`src/rtl/nrdiv_pkg.sv`:
```
// Shared types and constants for the Newton-Raphson divider sequencer.
// The control decode maps a state and iteration count onto the datapath control word.
package nrdiv_pkg;

  localparam int ITER_DEFAULT = 2;
  localparam int CNT_W        = 4;

  typedef enum logic [2:0] {
    IDLE,
    D_SETUP,
    D_LOAD,
    R_SETUP,
    R_LOAD,
    X_SETUP,
    X_CAPT,
    DONE
  } state_t;

  typedef struct packed {
    logic sel_muxd;
    logic sel_muxa;
    logic sel_muxb;
    logic load_rega;
    logic load_regb;
    logic busy;
    logic done;
  } ctrl_t;

  // The first refinement step feeds the initial approximation instead of rega.
  function automatic ctrl_t ctrl_decode(input state_t state, input logic [CNT_W-1:0] cnt);
    ctrl_t c;
    c = '0;
    case (state)
      D_SETUP, D_LOAD: begin
        c.sel_muxd  = 1'b1;
        c.sel_muxa  = (cnt == '0);
        c.load_regb = (state == D_LOAD);
        c.busy      = 1'b1;
      end
      R_SETUP, R_LOAD: begin
        c.sel_muxd  = 1'b1;
        c.sel_muxb  = 1'b1;
        c.sel_muxa  = (cnt == '0);
        c.load_rega = (state == R_LOAD);
        c.busy      = 1'b1;
      end
      X_SETUP, X_CAPT: c.busy = 1'b1;
      DONE:            c.done = 1'b1;
      default: ;
    endcase
    return c;
  endfunction

endpackage

```
`src/rtl/nrdiv_ctrl.sv`:
```
// Sequencer for the nrdiv datapath: ITER reciprocal refinements, a final multiply by x,
// and quotient capture behind a start/busy/done handshake.
module nrdiv_ctrl
  import nrdiv_pkg::*;
#(
  parameter int ITER = ITER_DEFAULT
) (
  input  logic       clk,
  input  logic       reset,
  input  logic       start,
  input  logic [7:0] q_in,
  output logic       sel_muxd,
  output logic       sel_muxa,
  output logic       sel_muxb,
  output logic       load_rega,
  output logic       load_regb,
  output logic       busy,
  output logic       done,
  output logic [7:0] q_out
);

  if (ITER < 1 || ITER > 15) begin : g_iter_check
    $error("nrdiv_ctrl: ITER must be in the range 1..15");
  end

  localparam logic [CNT_W-1:0] ITER_CNT = CNT_W'(ITER);

  state_t           r_state, w_next_state;
  logic [CNT_W-1:0] r_cnt, w_next_cnt;
  ctrl_t            r_ctrl, w_next_ctrl;
  logic [7:0]       r_q;

  always_comb begin
    // NOTE: every variable gets a default before the case so no path leaves it unassigned (no latch).
    w_next_state = r_state;
    w_next_cnt   = r_cnt;
    case (r_state)
      IDLE: begin
        if (start) begin
          w_next_state = D_SETUP;
          w_next_cnt   = '0;
        end
      end
      D_SETUP: w_next_state = D_LOAD;
      D_LOAD:  w_next_state = R_SETUP;
      R_SETUP: w_next_state = R_LOAD;
      R_LOAD: begin
        w_next_cnt   = r_cnt + 1'b1;
        w_next_state = (w_next_cnt == ITER_CNT) ? X_SETUP : D_SETUP;
      end
      X_SETUP: w_next_state = X_CAPT;
      X_CAPT:  w_next_state = DONE;
      DONE:    w_next_state = IDLE;
      default: w_next_state = IDLE;
    endcase
    // Outputs are decoded from the upcoming state so they can be registered glitch-free.
    w_next_ctrl = ctrl_decode(w_next_state, w_next_cnt);
  end

  always_ff @(posedge clk or posedge reset) begin
    // NOTE: sequential state uses non-blocking assignments so all flops update from pre-edge values.
    if (reset) begin
      r_state <= IDLE;
      r_cnt   <= '0;
      r_ctrl  <= '0;
      r_q     <= 8'h00;
    end else begin
      r_state <= w_next_state;
      r_cnt   <= w_next_cnt;
      r_ctrl  <= w_next_ctrl;
      if (r_state == X_CAPT) r_q <= q_in;
    end
  end

  assign sel_muxd  = r_ctrl.sel_muxd;
  assign sel_muxa  = r_ctrl.sel_muxa;
  assign sel_muxb  = r_ctrl.sel_muxb;
  assign load_rega = r_ctrl.load_rega;
  assign load_regb = r_ctrl.load_regb;
  assign busy      = r_ctrl.busy;
  assign done      = r_ctrl.done;
  assign q_out     = r_q;

endmodule

```
`config.mk`:
```
export PLATFORM = sky130hd
export DESIGN_NAME = nrdiv_ctrl
export DESIGN_NICKNAME = d
export VERILOG_FILES = /design/src/rtl/nrdiv_pkg.sv /design/src/rtl/nrdiv_ctrl.sv
export SDC_FILE = /design/constraint.sdc
export NUM_CORES = 1
export LEC_CHECK = 0
export BUFFER_PORTS_ARGS = -buffer_cell sky130_fd_sc_hd__buf_4
export CORE_MARGIN = 1
export CORE_UTILIZATION = 26
export DETAILED_ROUTE_END_ITERATION = 16
export PLACE_DENSITY = 0.53
export SLEW_MARGIN = 25
export SYNTH_ARGS = -nofsm -noshare
export SYNTH_HDL_FRONTEND = slang
export SYNTH_SLANG_ARGS = --single-unit
export TNS_END_PERCENT = 10
```
`constraint.sdc`:
```
create_clock -name clk -period 1.9 [get_ports clk]
set_input_delay 0.38 -clock clk [delete_from_list [all_inputs] [get_ports clk]]
set_output_delay 0.38 -clock clk [all_outputs]
set_load 0.03 [all_outputs]
```
==> report_table.html <==
<table>
<tr><th>Metric</th><th>Value</th></tr>
<tr><th colspan="2">Outcome</th></tr>
<tr><td>Outcome</td><td>finished, final reports clean</td></tr>
<tr><th colspan="2">Synth</th></tr>
<tr><td>Cell taking the most area after synthesis</td><td>sky130_fd_sc_hd__dfrtp_1</td></tr>
<tr><td>Area share of the leading cell type in the synthesized netlist</td><td>53.14%</td></tr>
<tr><td>Portion of the post-synthesis area used by sequential elements</td><td>between 50% and 60%</td></tr>
<tr><td>Count of cell types in the netlist</td><td>25</td></tr>
<tr><td>Synthesized Nets</td><td>107</td></tr>
<tr><td>Cell area after technology mapping</td><td>a little over 1000 µm²</td></tr>
<tr><td>Yosys warning total</td><td>0</td></tr>
<tr><td>Dominant cells by area after synthesis</td><td>sky130_fd_sc_hd__dfrtp_1 53%, sky130_fd_sc_hd__ha_1 9.7%, sky130_fd_sc_hd__mux2_2 8.7%, sky130_fd_sc_hd__inv_1 3.3%, sky130_fd_sc_hd__nand2_1 2.9%</td></tr>
<tr><td>Average cell area after synthesis</td><td>roughly 12 µm²</td></tr>
<tr><td>Register bit count reported by yosys</td><td>22</td></tr>
<tr><td>Number of standard cells after synthesis</td><td>88</td></tr>
<tr><th colspan="2">Clock network</th></tr>
<tr><td>Number of sinks handled by clock tree synthesis</td><td>22</td></tr>
<tr><td>Clk slew on worst S/H paths</td><td>approximately 80 ps</td></tr>
<tr><td>TritonCTS clock tree</td><td>yes</td></tr>
<tr><td>Maximum level of the CTS H-tree</td><td>1</td></tr>
<tr><td>Num CTS Buffers</td><td>3</td></tr>
<tr><td>Clk_lat worst skew</td><td>260 ps</td></tr>
<tr><td>CTS Hold Bufs</td><td>0</td></tr>
<tr><td>Cell at the root of the clock tree</td><td>sky130_fd_sc_hd__clkbuf_8</td></tr>
<tr><td>Clk buf depth</td><td>2</td></tr>
<tr><th colspan="2">Hold path</th></tr>
<tr><td>Hold WC Path Type</td><td>input pin to async pin</td></tr>
<tr><th colspan="2">STA</th></tr>
<tr><td>Final worst clock skew</td><td>1.393 ps</td></tr>
<tr><td>Final cycle utilization of the critical path</td><td>between 90 and 100%</td></tr>
<tr><td>Slew of the pin with the lowest slew margin</td><td>between 300 and 400 ps</td></tr>
<tr><td>Setup Total Neg Slack</td><td>0 ps</td></tr>
<tr><td>Headroom to the max-slew limit</td><td>between 70% and 80%</td></tr>
<tr><td>Number of max-slew violations in the final report</td><td>0</td></tr>
<tr><td>RSZ-0062 raised after global routing</td><td>false</td></tr>
<tr><td>Maximum achievable frequency</td><td>0.5466 GHz</td></tr>
<tr><td>Period minus WS final</td><td>~1800 ps</td></tr>
<tr><td>Setup WS post-layout</td><td>70.46 ps</td></tr>
<tr><td>Number of failing setup endpoints in the final timing report</td><td>0</td></tr>
<tr><td>Count of final hold-check violations</td><td>0</td></tr>
<tr><th colspan="2">Setup path</th></tr>
<tr><td>Data arrival at the endpoint of the critical path</td><td>2020 ps</td></tr>
<tr><td>Maximum fanout along the worst path</td><td>4</td></tr>
<tr><td>Max incr delay on CP</td><td>between 400 and 500 ps</td></tr>
<tr><td>Class of the most critical setup path</td><td>flip-flop to flip-flop</td></tr>
<tr><td>Count of buffering cells on the critical path with inverters included</td><td>0</td></tr>
<tr><td>Worst path slowest cell</td><td>sky130_fd_sc_hd__dfrtp_1</td></tr>
<tr><td>CP endpoint kind</td><td>flip-flop</td></tr>
<tr><td>Type of element launching the critical path</td><td>flip-flop</td></tr>
<tr><td>Cell family with the largest share of critical-path delay</td><td>simple AND/OR/NAND/NOR gates</td></tr>
<tr><td>WP data required</td><td>~2100 ps</td></tr>
<tr><td>Cells along the critical path</td><td>ha_2 &gt; or3_4 &gt; a31oi_4 &gt; a31oi_4 &gt; or3_4 &gt; a21oi_2</td></tr>
<tr><th colspan="2">Placed design</th></tr>
<tr><td>Count of port buffers added during placement</td><td>25</td></tr>
<tr><td>Placed insts</td><td>approximately 170</td></tr>
<tr><td>Half-perimeter wire length after detailed placement</td><td>approximately 1500 µm</td></tr>
<tr><td>Placer congestion estimate</td><td>0.7045</td></tr>
<tr><td>Worst setup timing slack at the placement stage</td><td>-18.87 ps</td></tr>
<tr><th colspan="2">Pwr</th></tr>
<tr><td>Sequential fraction of design power</td><td>28.0%</td></tr>
<tr><td>Net switching component of the power</td><td>1.192 mW</td></tr>
<tr><td>Clock power frac</td><td>around 15%</td></tr>
<tr><td>Cell Pwr Density</td><td>1990 nW/µm²</td></tr>
<tr><td>Overall Power</td><td>between 2 and 3 mW</td></tr>
<tr><td>Internal portion of total power</td><td>~1.8 mW</td></tr>
<tr><td>Worst voltage drop across the vdd grid</td><td>0.7777 mV</td></tr>
<tr><td>Static Leak</td><td>roughly 0.72 nW</td></tr>
<tr><td>Relative contribution of combinational cells to total power</td><td>57.3%</td></tr>
<tr><td>Net switching share of the total power</td><td>between 40% and 50%</td></tr>
<tr><th colspan="2">Run</th></tr>
<tr><td>Max-cap violation count</td><td>0</td></tr>
<tr><th colspan="2">Die</th></tr>
<tr><td>Number of placement rows</td><td>22</td></tr>
<tr><td>Die boundary height</td><td>between 60 and 70 µm</td></tr>
<tr><td>I/O pin count</td><td>26</td></tr>
<tr><td>Std-Cell Core Area</td><td>between 3000 and 4000 µm²</td></tr>
<tr><td>Die Area</td><td>about 4200 µm²</td></tr>
<tr><td>Initial Utilization</td><td>between 20% and 30%</td></tr>
<tr><td>Horiz. Die Dim</td><td>around 65 µm</td></tr>
<tr><th colspan="2">Route</th></tr>
<tr><td>Final wirelength</td><td>about 2000 µm</td></tr>
<tr><td>Post-DR vias/cell</td><td>between 4 and 5</td></tr>
<tr><td>DRC violation count after routing</td><td>0</td></tr>
<tr><td>TritonRoute pass-1 iters</td><td>4</td></tr>
<tr><td>Number of design-rule violations left by the first detailed-router iteration</td><td>34</td></tr>
<tr><td>Post-DR wirelength/cell</td><td>about 11 µm</td></tr>
<tr><td>Antenna violation net count after detailed routing</td><td>0</td></tr>
<tr><td>Detailed-route via count</td><td>between 700 and 800</td></tr>
<tr><th colspan="2">Layout</th></tr>
<tr><td>Antenna diodes</td><td>0</td></tr>
<tr><td>Multi-input combinational cell area</td><td>a little under 500 µm²</td></tr>
<tr><td>Register Area</td><td>551.8 µm²</td></tr>
<tr><td>Final Instance Count excl. Fillers</td><td>~180</td></tr>
<tr><td>Fillcell total</td><td>~370</td></tr>
<tr><td>Utilization of the core after routing</td><td>~40%</td></tr>
<tr><td>Area growth syn-to-layout</td><td>43.00%</td></tr>
<tr><td>Number of nets in the final layout</td><td>between 100 and 150</td></tr>
<tr><td>Ratio of cells with drive above 1 in the final layout</td><td>48.82%</td></tr>
<tr><th colspan="2">Global route</th></tr>
<tr><td>Maximum number of pins on one net before global-route repair</td><td>23</td></tr>
<tr><td>GRT Residual Overflow</td><td>0</td></tr>
<tr><td>Number of global-route vias before repair</td><td>740</td></tr>
<tr><td>Global Route Usage Sum</td><td>between 10% and 20%</td></tr>
<tr><td>Number of antenna violations at the first check in global routing</td><td>0</td></tr>
<tr><td>Global-route wire length before repair</td><td>~3300 µm</td></tr>
</table>
[registers in the layout (all words and copies together), names as in the netlist]
signal	flops
q_out	8
load_rega	1
r_cnt	4
sel_muxa	1
sel_muxd	1
load_regb	1
done	1
sel_muxb	1
busy	1
r_state	3
[through the flow]
step                area (µm²)  hold WS, ps
global placement          1319        440.5
detailed placement        1319        446.2
global route              1481        177.2
CTS                       1431        154.8
floorplan                 1039        369.2
finish                    1481        152.3
[power by group through the flow]
stage / clock [mW] / sequential, mW / combinational (mW)
floorplan: 0 / 1.09 / 0.740
CTS: 0.453 / 0.823 / 1.57
detailed placement: 0 / 0.828 / 1.47
global placement: 0 / 0.822 / 1.44
finish: 0.433 / 0.826 / 1.69
global route: 0.470 / 0.856 / 1.84
[cell families after synthesis]
logic type                 synth area share, %
xor gates and xnor gates                 1.691
DFF                                      53.14
and+or+nand+nor                          11.11
adders and majority gates                9.662
muxes                                    8.696
AOI/OAI and AO/OA                        11.96
buffers and inverters                    3.743
[final timing paths]
check                           start    endpoint  slack [ps]  cells after the start
min                             reset    q_out[0]         150                      3
min in group clk              q_in[1]    q_out[1]         350                      2
max in group asynchronous       reset  r_state[1]        1500                      3
min reg2reg                  q_out[4]    q_out[4]         510                      1
max reg2reg                r_state[0]    sel_muxa          70                      6
max                        r_state[0]    sel_muxa          70                      6
[Yosys cell counts]
| cell type | n |
|---|---|
| sky130_fd_sc_hd__a211o_1 | 1 |
| sky130_fd_sc_hd__a21oi_1 | 2 |
| sky130_fd_sc_hd__a21oi_2 | 1 |
| sky130_fd_sc_hd__a22o_1 | 1 |
| sky130_fd_sc_hd__a22oi_1 | 1 |
| sky130_fd_sc_hd__a31oi_2 | 1 |
| sky130_fd_sc_hd__a31oi_4 | 1 |
| sky130_fd_sc_hd__and2_2 | 1 |
| sky130_fd_sc_hd__and2b_2 | 1 |
| sky130_fd_sc_hd__buf_2 | 1 |
| sky130_fd_sc_hd__dfrtp_1 | 22 |
| sky130_fd_sc_hd__ha_1 | 8 |
| sky130_fd_sc_hd__inv_1 | 9 |
| sky130_fd_sc_hd__mux2_2 | 8 |
| sky130_fd_sc_hd__nand2_1 | 8 |
| sky130_fd_sc_hd__nand3_1 | 2 |
| sky130_fd_sc_hd__nand3b_1 | 1 |
| sky130_fd_sc_hd__nor2_1 | 6 |
| sky130_fd_sc_hd__o21ai_0 | 5 |
| sky130_fd_sc_hd__o21ai_1 | 1 |
| sky130_fd_sc_hd__o31a_1 | 1 |
| sky130_fd_sc_hd__o31ai_1 | 1 |
| sky130_fd_sc_hd__or3_1 | 1 |
| sky130_fd_sc_hd__or3_4 | 2 |
| sky130_fd_sc_hd__xor2_1 | 2 |
[tightest hold or removal path: cells and delay by family]
family   cells  cell delay [ps]
buf+inv      3              430
[routing by layer]
layer | global-route usage (%) | vias to the layer above | share of wire, %
met5 | 0 | - | 0
met4 | 1.630 | 0 | 0.50
met3 | 1.910 | 2 | 8.1
met2 | 17.45 | 30 | 45
met1 | 13.44 | 363 | 46
li1 | - | 377 | -
[cell usage in the layout (no fill, tap or decap), types with 2 or more instances in the layout]
cell                        n
sky130_fd_sc_hd__clkbuf_8   3
sky130_fd_sc_hd__a31oi_4    2
sky130_fd_sc_hd__inv_2      2
sky130_fd_sc_hd__xor2_1     2
sky130_fd_sc_hd__a21oi_1    2
sky130_fd_sc_hd__nand2_1    8
sky130_fd_sc_hd__o21ai_0    5
sky130_fd_sc_hd__ha_1       5
sky130_fd_sc_hd__dfrtp_1   21
sky130_fd_sc_hd__inv_1      7
sky130_fd_sc_hd__nor2_1     5
sky130_fd_sc_hd__or3_4      2
sky130_fd_sc_hd__mux2_2     8
sky130_fd_sc_hd__nand3_1    2
sky130_fd_sc_hd__ha_4       2
sky130_fd_sc_hd__buf_4     35
[repair_timing]
action | in CTS | in global routing
gates cloned | 0 | 0
setup endpoints to repair | 1 | 5
setup buffers | 4 | 2
pin swaps | 4 | 5
gates resized for setup | 4 | 7
[final cells by class]
type	count	share of cell area [%]
Sequential cell	22	37.25
Multi-Input combinational cell	56	33.11
Timing Repair Buffer	36	18.50
Tap cell	48	4.054
Clock buffer	3	2.787
Inverter	9	2.280
Clock inverter	1	2.027
Note: power is estimated with default switching activity, not from simulation.
